File: config.mk
export PLATFORM = sky130hd
export DESIGN_NAME = bounce_gen_multi_flat
export DESIGN_NICKNAME = d
export VERILOG_FILES = /design/src/rtl/bounce_gen_multi_if.sv /design/src/rtl/bounce_gen_multi.sv /design/src/flat_wrapper.sv
export SDC_FILE = /design/constraint.sdc
export NUM_CORES = 1
export LEC_CHECK = 0
export ABC_CLOCK_PERIOD_IN_PS = 9300
export CAP_MARGIN = 25
export CORE_UTILIZATION = 56
export CTS_BUF_LIST = sky130_fd_sc_hd__clkbuf_16
export DETAILED_ROUTE_END_ITERATION = 12
export DONT_BUFFER_PORTS = 1
export HOLD_SLACK_MARGIN = 0.02
export PLACE_DENSITY = 0.71
export REMOVE_ABC_BUFFERS = 1
export SYNTH_ARGS = -nofsm -noshare
export SYNTH_HDL_FRONTEND = slang
export SYNTH_SLANG_ARGS = --single-unit
File: constraint.sdc
create_clock -name clk -period 9.3 [get_ports clk]
set_input_delay 0.93 -clock clk [delete_from_list [all_inputs] [get_ports clk]]
set_output_delay 0.93 -clock clk [all_outputs]
set_load 0.005 [all_outputs]
File: src/rtl/bounce_gen_multi_if.sv
// Handshake-free signal bundle between the stimulus side and bounce_gen_multi.
// Ports: bypass (1), sig_in (NUM_CH) from master; bounce_out, busy, done (NUM_CH) from slave.
// The master drives the clean levels and bypass; the slave returns the bouncy levels and status.
interface bounce_gen_multi_if #(
  parameter int NUM_CH = 1
);
  logic              bypass;
  logic [NUM_CH-1:0] sig_in;
  logic [NUM_CH-1:0] bounce_out;
  logic [NUM_CH-1:0] busy;
  logic [NUM_CH-1:0] done;

  modport master (
    output bypass,
    output sig_in,
    input  bounce_out,
    input  busy,
    input  done
  );

  modport slave (
    input  bypass,
    input  sig_in,
    output bounce_out,
    output busy,
    output done
  );
endinterface

File: src/rtl/bounce_gen_multi.sv
// Purpose: per-channel bounce generator; turns clean level changes into LFSR-randomised bouncy waveforms.
// Latency: a differing sig_in shows on bounce_out at the same sampling edge; bypass gives one clock.
// Backpressure: none; sig_in changes during a sequence are ignored until the channel is idle again.
// Ports: clk, rst_n (async active-low); bus (slave modport): bypass, sig_in in; bounce_out, busy, done out.
// The interface instance must be parameterised with the same NUM_CH as this module.
module bounce_gen_multi #(
  parameter int          NUM_CH                   = 1,
  parameter int          BOUNCE_CLOCKS_LOW_RANGE  = 10,
  parameter int          BOUNCE_CLOCKS_HIGH_RANGE = 1000,
  parameter int          NUM_BOUNCES_LOW_RANGE    = 2,
  parameter int          NUM_BOUNCES_HIGH_RANGE   = 5,
  parameter logic [15:0] LFSR_SEED                = 16'hACE1
) (
  input  logic             clk,
  input  logic             rst_n,
  bounce_gen_multi_if.slave bus
);

  localparam int          CW     = $clog2(BOUNCE_CLOCKS_HIGH_RANGE + 1);
  localparam int          PW     = $clog2(NUM_BOUNCES_HIGH_RANGE + 1);
  localparam int unsigned D_SPAN = unsigned'(BOUNCE_CLOCKS_HIGH_RANGE - BOUNCE_CLOCKS_LOW_RANGE + 1);
  localparam int unsigned N_SPAN = unsigned'(NUM_BOUNCES_HIGH_RANGE - NUM_BOUNCES_LOW_RANGE + 1);
  localparam logic [15:0] TAPS   = 16'hB400;

  if (NUM_CH < 1) begin : g_bad_ch
    $fatal(1, "bounce_gen_multi: NUM_CH must be >= 1");
  end
  if (BOUNCE_CLOCKS_LOW_RANGE < 1) begin : g_bad_bl
    $fatal(1, "bounce_gen_multi: BOUNCE_CLOCKS_LOW_RANGE must be >= 1");
  end
  if (BOUNCE_CLOCKS_HIGH_RANGE < BOUNCE_CLOCKS_LOW_RANGE) begin : g_bad_bh
    $fatal(1, "bounce_gen_multi: BOUNCE_CLOCKS_HIGH_RANGE must be >= LOW");
  end
  if (NUM_BOUNCES_LOW_RANGE < 1) begin : g_bad_nl
    $fatal(1, "bounce_gen_multi: NUM_BOUNCES_LOW_RANGE must be >= 1");
  end
  if (NUM_BOUNCES_HIGH_RANGE < NUM_BOUNCES_LOW_RANGE) begin : g_bad_nh
    $fatal(1, "bounce_gen_multi: NUM_BOUNCES_HIGH_RANGE must be >= LOW");
  end

  typedef enum logic [1:0] {
    ST_IDLE,
    ST_ON,
    ST_OFF
  } state_t;

  // Phase length minus one: the counter runs d-1 .. 0 so the phase spans exactly d clocks.
  function automatic logic [CW-1:0] draw_phase_m1(input logic [15:0] v);
    return CW'(32'(BOUNCE_CLOCKS_LOW_RANGE - 1) + (32'(v) % D_SPAN));
  endfunction

  function automatic logic [PW-1:0] draw_pairs(input logic [15:0] v);
    return PW'(32'(NUM_BOUNCES_LOW_RANGE) + (32'(v) % N_SPAN));
  endfunction

  for (genvar i = 0; i < NUM_CH; i++) begin : g_ch
    localparam logic [15:0] SEED_X = LFSR_SEED ^ 16'(i + 1);
    localparam logic [15:0] SEED   = (SEED_X == 16'h0000) ? 16'h0001 : SEED_X;

    state_t          state_q, state_d;
    logic            out_q, out_d;
    logic            busy_q, busy_d;
    logic            done_q, done_d;
    logic            tgt_q, tgt_d;
    logic [CW-1:0]   cnt_q, cnt_d;
    logic [PW-1:0]   pairs_q, pairs_d;
    logic [15:0]     lfsr_q, lfsr_d;

    always_comb begin
      state_d = state_q;
      out_d   = out_q;
      busy_d  = busy_q;
      done_d  = 1'b0;
      tgt_d   = tgt_q;
      cnt_d   = cnt_q;
      pairs_d = pairs_q;
      // Galois step; free-running regardless of mode so draws stay decorrelated.
      lfsr_d  = {1'b0, lfsr_q[15:1]} ^ (lfsr_q[0] ? TAPS : 16'h0000);

      if (bus.bypass) begin
        // Abandon any sequence; output simply follows the input one clock late.
        state_d = ST_IDLE;
        out_d   = bus.sig_in[i];
        busy_d  = 1'b0;
      end else begin
        case (state_q)
          ST_IDLE: begin
            if (bus.sig_in[i] != out_q) begin
              tgt_d   = bus.sig_in[i];
              pairs_d = draw_pairs(lfsr_q);
              cnt_d   = draw_phase_m1(lfsr_q);
              out_d   = bus.sig_in[i];
              busy_d  = 1'b1;
              state_d = ST_ON;
            end
          end
          ST_ON: begin
            if (cnt_q == '0) begin
              cnt_d   = draw_phase_m1(lfsr_q);
              out_d   = ~tgt_q;
              state_d = ST_OFF;
            end else begin
              cnt_d = cnt_q - CW'(1);
            end
          end
          ST_OFF: begin
            if (cnt_q == '0) begin
              pairs_d = pairs_q - PW'(1);
              out_d   = tgt_q;
              if (pairs_d != '0) begin
                cnt_d   = draw_phase_m1(lfsr_q);
                state_d = ST_ON;
              end else begin
                // Final settle to target coincides with busy falling and done pulsing.
                busy_d  = 1'b0;
                done_d  = 1'b1;
                state_d = ST_IDLE;
              end
            end else begin
              cnt_d = cnt_q - CW'(1);
            end
          end
          default: begin
            state_d = ST_IDLE;
            busy_d  = 1'b0;
          end
        endcase
      end
    end

    always_ff @(posedge clk or negedge rst_n) begin
      if (!rst_n) begin
        state_q <= ST_IDLE;
        out_q   <= 1'b0;
        busy_q  <= 1'b0;
        done_q  <= 1'b0;
        tgt_q   <= 1'b0;
        cnt_q   <= '0;
        pairs_q <= '0;
        lfsr_q  <= SEED;
      end else begin
        state_q <= state_d;
        out_q   <= out_d;
        busy_q  <= busy_d;
        done_q  <= done_d;
        tgt_q   <= tgt_d;
        cnt_q   <= cnt_d;
        pairs_q <= pairs_d;
        lfsr_q  <= lfsr_d;
      end
    end

    assign bus.bounce_out[i] = out_q;
    assign bus.busy[i]       = busy_q;
    assign bus.done[i]       = done_q;
  end

endmodule

File: src/flat_wrapper.sv
// flat-port wrapper written by rule: the top's interface ports become plain ports
module bounce_gen_multi_flat 
#(
  parameter int          NUM_CH                   = 1,
  parameter int          BOUNCE_CLOCKS_LOW_RANGE  = 10,
  parameter int          BOUNCE_CLOCKS_HIGH_RANGE = 1000,
  parameter int          NUM_BOUNCES_LOW_RANGE    = 2,
  parameter int          NUM_BOUNCES_HIGH_RANGE   = 5,
  parameter logic [15:0] LFSR_SEED                = 16'hACE1
)
  (clk, rst_n, bus_bypass, bus_sig_in, bus_bounce_out, bus_busy, bus_done);
  bounce_gen_multi_if #(.NUM_CH(NUM_CH)) bus_i ();
  input  logic clk;
  input  logic rst_n;
  input wire logic [$bits(bus_i.bypass)-1:0] bus_bypass;
  input wire logic [$bits(bus_i.sig_in)-1:0] bus_sig_in;
  output wire logic [$bits(bus_i.bounce_out)-1:0] bus_bounce_out;
  output wire logic [$bits(bus_i.busy)-1:0] bus_busy;
  output wire logic [$bits(bus_i.done)-1:0] bus_done;
  assign bus_i.bypass = bus_bypass;
  assign bus_i.sig_in = bus_sig_in;
  assign bus_bounce_out = bus_i.bounce_out;
  assign bus_busy = bus_i.busy;
  assign bus_done = bus_i.done;
  bounce_gen_multi #(.NUM_CH(NUM_CH), .BOUNCE_CLOCKS_LOW_RANGE(BOUNCE_CLOCKS_LOW_RANGE), .BOUNCE_CLOCKS_HIGH_RANGE(BOUNCE_CLOCKS_HIGH_RANGE), .NUM_BOUNCES_LOW_RANGE(NUM_BOUNCES_LOW_RANGE), .NUM_BOUNCES_HIGH_RANGE(NUM_BOUNCES_HIGH_RANGE), .LFSR_SEED(LFSR_SEED)) u_core (.clk(clk), .rst_n(rst_n), .bus(bus_i));
endmodule
# After elaboration in Yosys (flattened, before gate mapping)
# Index checks and enable logic that the tools add are counted.
# word_totals
elab_cells	68
input_bits	4
out_inout_bits	3
regBits	35
# classes
muxes	29
n_div	1
reduce_logical	12
add_sub_neg	4
eq_ne	11
bitwise	3
# ops
op	count
2-to-1 mux 10 bit	4
remainder unit 16 x 10 -> 32 bit, second input constant	1
one-hot mux 10 bit (3 select lines)	1
2-to-1 mux 16 bit	1
AND reduction 4 bit	4
XOR 15 x 16 -> 16 bit	1
2-to-1 mux 1 bit	13
adder 4 x 10 -> 10 bit, first input constant	1
zero test 10 bit	1
subtractor 10 x 1 -> 10 bit, second input constant	1
inequality test 3 x 2 -> 1 bit, second input constant	3
2-to-1 mux 2 bit	4
2-to-1 mux 3 bit	2
inequality test 3 bit, second input constant	2
one-hot mux 1 bit (3 select lines)	2
one-hot mux 2 bit (3 select lines)	1
one-hot mux 3 bit (2 select lines)	1
AND reduction 3 bit	2
nonzero test 3 bit	2
inequality test 2 x 1 -> 1 bit, second input constant	2
nonzero test 4 bit	1
adder 2 x 2 -> 3 bit, first input constant	1
subtractor 3 x 1 -> 3 bit, second input constant	1
== test 2 x 1 -> 1 bit, second input constant	1
other kinds (6)	7

# Depth between registers and ports, before layout
# logic_depth
word_depth	6
depth_mapped	38
ltp_nobuf	33

# Worst setup path after synthesis
# OpenSTA, ideal clock, no wires.
# synth_timing
path_kind	register -> register
from	register u_core.g_ch[0].lfsr_q[10]
to	register u_core.g_ch[0].cnt_q[4]
period_less_slack_ns	8.156
path_stages_with_launch	38
path_buffers	4
setup_ns	0.094
t_arrival_ns	8.062
slack_ns	1.144
required_time_ns	9.206
cell_sequence	dfstp_2 buf_2 and3_2 a21oi_2 nor2_1 ha_1 and2_1 a2111oi_2 nor3_1 or3_4 a21o_2 o31ai_4 xnor2_1 nor3_1 a311oi_1 and2_1 buf_2 a311oi_2 [... 2 more ...] nand2_1 o211a_1 buf_2 nand2_1 nand2_1 xnor2_1 ha_1 o21ai_1 nor4_1 nor2_1 buf_2 mux2_2 ha_1 inv_1 o311a_1 a311o_1 xor2_1 a221oi_2
# synth_between
elab_chain_cells	5
elab_cells_between_ends	7
classes_between	add/sub: 1; div: 1; mux: 5
# synth_rtl
element	line_no	text
start, declared	bounce_gen_multi.sv:67	logic [15:0] lfsr_q, lfsr_d;
start signal, assigned	bounce_gen_multi.sv:149	lfsr_q <= lfsr_d;
remainder unit 16 x 10 -> 32 bit (*)	bounce_gen_multi.sv:49	return CW'(32'(BOUNCE_CLOCKS_LOW_RANGE - 1) + (32'(v) % D_SPAN));
adder 4 x 10 -> 10 bit (*)	bounce_gen_multi.sv:49	
2-to-1 mux 10 bit	bounce_gen_multi.sv:110	if (pairs_d != '0) begin
2-to-1 mux 10 bit	bounce_gen_multi.sv:107	if (cnt_q == '0) begin
one-hot mux 10 bit (3 select lines) (*)	bounce_gen_multi.sv:86	case (state_q)
end signal, assigned	bounce_gen_multi.sv:147	cnt_q <= cnt_d;
end, declared	bounce_gen_multi.sv:65	logic [CW-1:0] cnt_q, cnt_d;
# Every way passes the cells marked *; elsewhere a longest branch is shown, timed or not. The select of a mux whose other input is x is not followed.
# A chain may end at the register's enable or synchronous reset.

# Worst setup path in the final report
# layout_timing
from	register u_core.g_ch[0].lfsr_q[9]
to	register u_core.g_ch[0].cnt_q[4]
# The elaborated chain is that of the path after synthesis.

==> impl_metrics.tcl <==
set metrics [dict create \
    dpl.hpwl_um 11200 \
    vias 5673 \
    worst_pin_slew_ns 0.725 \
    synth_edf_count 0 \
    fin_cells 789 \
    final_nets 696 \
    cts_htree_levels 2 \
    post-place-cells 775 \
    critPathBufInv 2 \
    worst_ep_required_time_ns 9.49 \
    die_h_um 98.1 \
    final_antenna_net_count 0 \
    violations "design-rule violations" \
    grt_max_degree 36 \
    diodes 0 \
    gp_congestion 1.02 \
    synthToLayoutAreaGrowth_pct 7.36 \
    period_needed_ns 8.83 \
    met1_usage 0.412 \
    hold_viol 0 \
    outcome "complete, but fails checks" \
    synth_warnings 0 \
    cts_tree "done" \
    grt_pass1_wl_um 24500 \
    syn_area_per_cell_um2 7.51 \
    fin_crit_sh 0.949 \
    synth_commonest_cells "nand2_1 (64), nor2_1 (56), o21ai_0 (54), a21oi_1 (40)" \
    globalRoute.totalOverflow 0 \
    fp.dieW_um 98.1 \
    critPathSlowestCell "dfrtp_1" \
    drv_cap 0 \
    viasPerCell 7.19 \
    antenna_found_initial 0 \
    clkTransAtPathRegs_ns 0.06 \
    std_cell_rows 34 \
    yosys.area.top_type "dfrtp_1" \
    slew_headroom 0.511 \
    report.final.slew_viol_count 0 \
    worst-endpoint-arrival_ns 9.02 \
    yosys.cell_types.count 99 \
    insertion_delay_ns 0.28 \
    ys_seq_elements 35 \
    ys_async_sr_fraction 1.00 \
    drt-pass1-iter-count 9 \
    critPathMostFrequentCell "ha_1" \
    fin_skew_ns 0.00515 \
    cts_buffer_depth 2 \
    grt.busiest_layer "met2" \
    synth_area_mm2 0.00517 \
    wl_per_cell_um 19.0 \
    drive_gt1_frac 0.137 \
    post_dp_cell_area_mm2 0.00523 \
    port_buffers 0 \
    root_buffer "clkbuf_16" \
    grt_pass1_vias 5086 \
    cts_sinks 35 \
    die_area_mm2 0.00962 \
    power.density_mw_per_mm2 115 \
    fin_area_mm2 0.00555 \
    coreArea_mm2 0.00885 \
    timing.fmax_mhz 113 \
    cp_top_family "compound AO/OA/AOI/OAI gates" \
    cp-end-kind "flip-flop" \
    yosysTopAreaCellShare 0.136 \
    drt_iter0_markers 449 \
    setup_violations 0 \
    routed_wl_um 15000 \
    ir_drop_uv 103 \
    grt_util_met3 0.0508 \
    cts_inserted_buffers 5 \
    hold_path.class "input port to asynchronous set/reset pin" \
    drc 2 \
    path_class "flip-flop to flip-flop" \
    startpoint_type "flip-flop" \
    fill_cells 777 \
    grt_util_all_layers 0.307 \
    slowest_delay_ns 0.54 \
    power.leakage_uw 0.00191 \
    yosysSeqAreaShare 0.171 \
    cp_max_fo 14 \
    syn_inst 688 \
    ios 7 \
    hold_buffers 0 \
    yosys.cell_count.top_type "nand2_1" \
    start_util 0.584 \
    gr-usage-met2 0.512 \
    ys.flop_type "dfrtp_1" \
    synth_area_leaders "dfrtp_1 (14%), o21ai_0 (5.2%), nand2_1 (4.6%)" \
]
## cell families (layout without fill, tap and decap cells)
family	Yosys count	in the layout	synth area share
compound gates	270	270	0.391
xor+xnor	34	34	0.0591
fa+ha+maj	13	13	0.0310
buf+inv	48	41	0.0421
flops	35	35	0.171
mux	10	10	0.0201
simple gates	278	278	0.286
## worst paths after layout
kind	depth (start not counted)	slack, ns	endpoint	from
worst min-delay path	0	0.35	u_core.g_ch[0].cnt_q[8]$_DFFE_PN0P_	rst_n
worst max register to register	31	0.47	u_core.g_ch[0].cnt_q[4]$_DFFE_PN0P_	u_core.g_ch[0].lfsr_q[9]$_DFF_PN0_
worst max-delay path	31	0.47	u_core.g_ch[0].cnt_q[4]$_DFFE_PN0P_	u_core.g_ch[0].lfsr_q[9]$_DFF_PN0_
min in group clk	0	0.41	u_core.g_ch[0].lfsr_q[6]$_DFF_PN1_	u_core.g_ch[0].lfsr_q[7]$_DFF_PN1_
max in group asynchronous	0	8.78	u_core.g_ch[0].lfsr_q[15]$_DFF_PN1_	rst_n
worst min register to register	0	0.41	u_core.g_ch[0].lfsr_q[6]$_DFF_PN1_	u_core.g_ch[0].lfsr_q[7]$_DFF_PN1_
## metrics by stage
step,TNS [ns],hold WS (ns),setup slack [ns],utilization,power (uW)
after CTS,0,0.343,0.0845,0.609,641
final,0,0.345,0.470,0.627,640
after global routing,-0.0468,0.336,-0.0468,0.627,688
after floorplan,0,0.376,0.925,-,401
after detailed placement,0,0.398,0.140,0.591,454
after global placement,0,0.397,0.386,0.591,442
## registers in the layout (all words and copies together) (netlist names)
signal	flops
u_core.g_ch.cnt_q	10
u_core.g_ch.state_q	2
u_core.bus.done	1
u_core.bus.busy	1
u_core.g_ch.pairs_q	3
u_core.g_ch.lfsr_q	16
u_core.g_ch.tgt_q	1
u_core.bus.bounce_out	1
## area by class of cell
cell class,count,area (um^2),area share
Clock buffer,5,125,0.0225
Multi-Input combinational cell,605,4180,0.754
Inverter,17,63.8,0.0115
Timing Repair Buffer,16,120,0.0216
Clock inverter,3,38.8,0.00699
Sequential cell,35,885,0.159
Tap cell,108,135,0.0243
## metal layers
layer	wire, um	vias to the layer above
met5	0	-
met4	196	0
met3	1220	25
met2	7050	280
met1	6490	2706
li1	-	2662
## worst register-to-register path, delay by kind of cell, from the launching register on
family	cells	cell delay, ns
compound gates	14	4.43
xor+xnor	3	0.59
simple gates	9	2.22
buf+inv	2	0.24
flops	1	0.54
fa+ha+maj	3	0.72
## power breakdown
group          switching, uW  leakage, uW  internal (uW)
clock network           58.5    0.0000812            125
registers               36.8     0.000436            188
logic                    140      0.00139           91.8
## cell usage in the layout (no fill, tap or decap), drive strengths merged, types with 7 or more instances in the layout
master,n
nor4,12
nand2b,9
xnor2,22
o21ai,62
o22ai,8
nor2,56
nand2,65
o31ai,12
o221ai,7
xor2,12
a21oi,44
buf,16
and3,11
or2,7
mux2i,7
a21o,12
a31oi,16
dfrtp,28
nor3,21
ha,12
a211oi,17
or3,13
nand3,29
inv,17
nand4,14
dfstp,7
and2,19
o211ai,19
## repair_timing
item,4_1_cts,5_1_grt
endpoints found under the setup margin,0,8
resized for setup,0,22
hold endpoints to repair,0,0
buffers inserted,0,6
(Power assumes the default switching activity.)
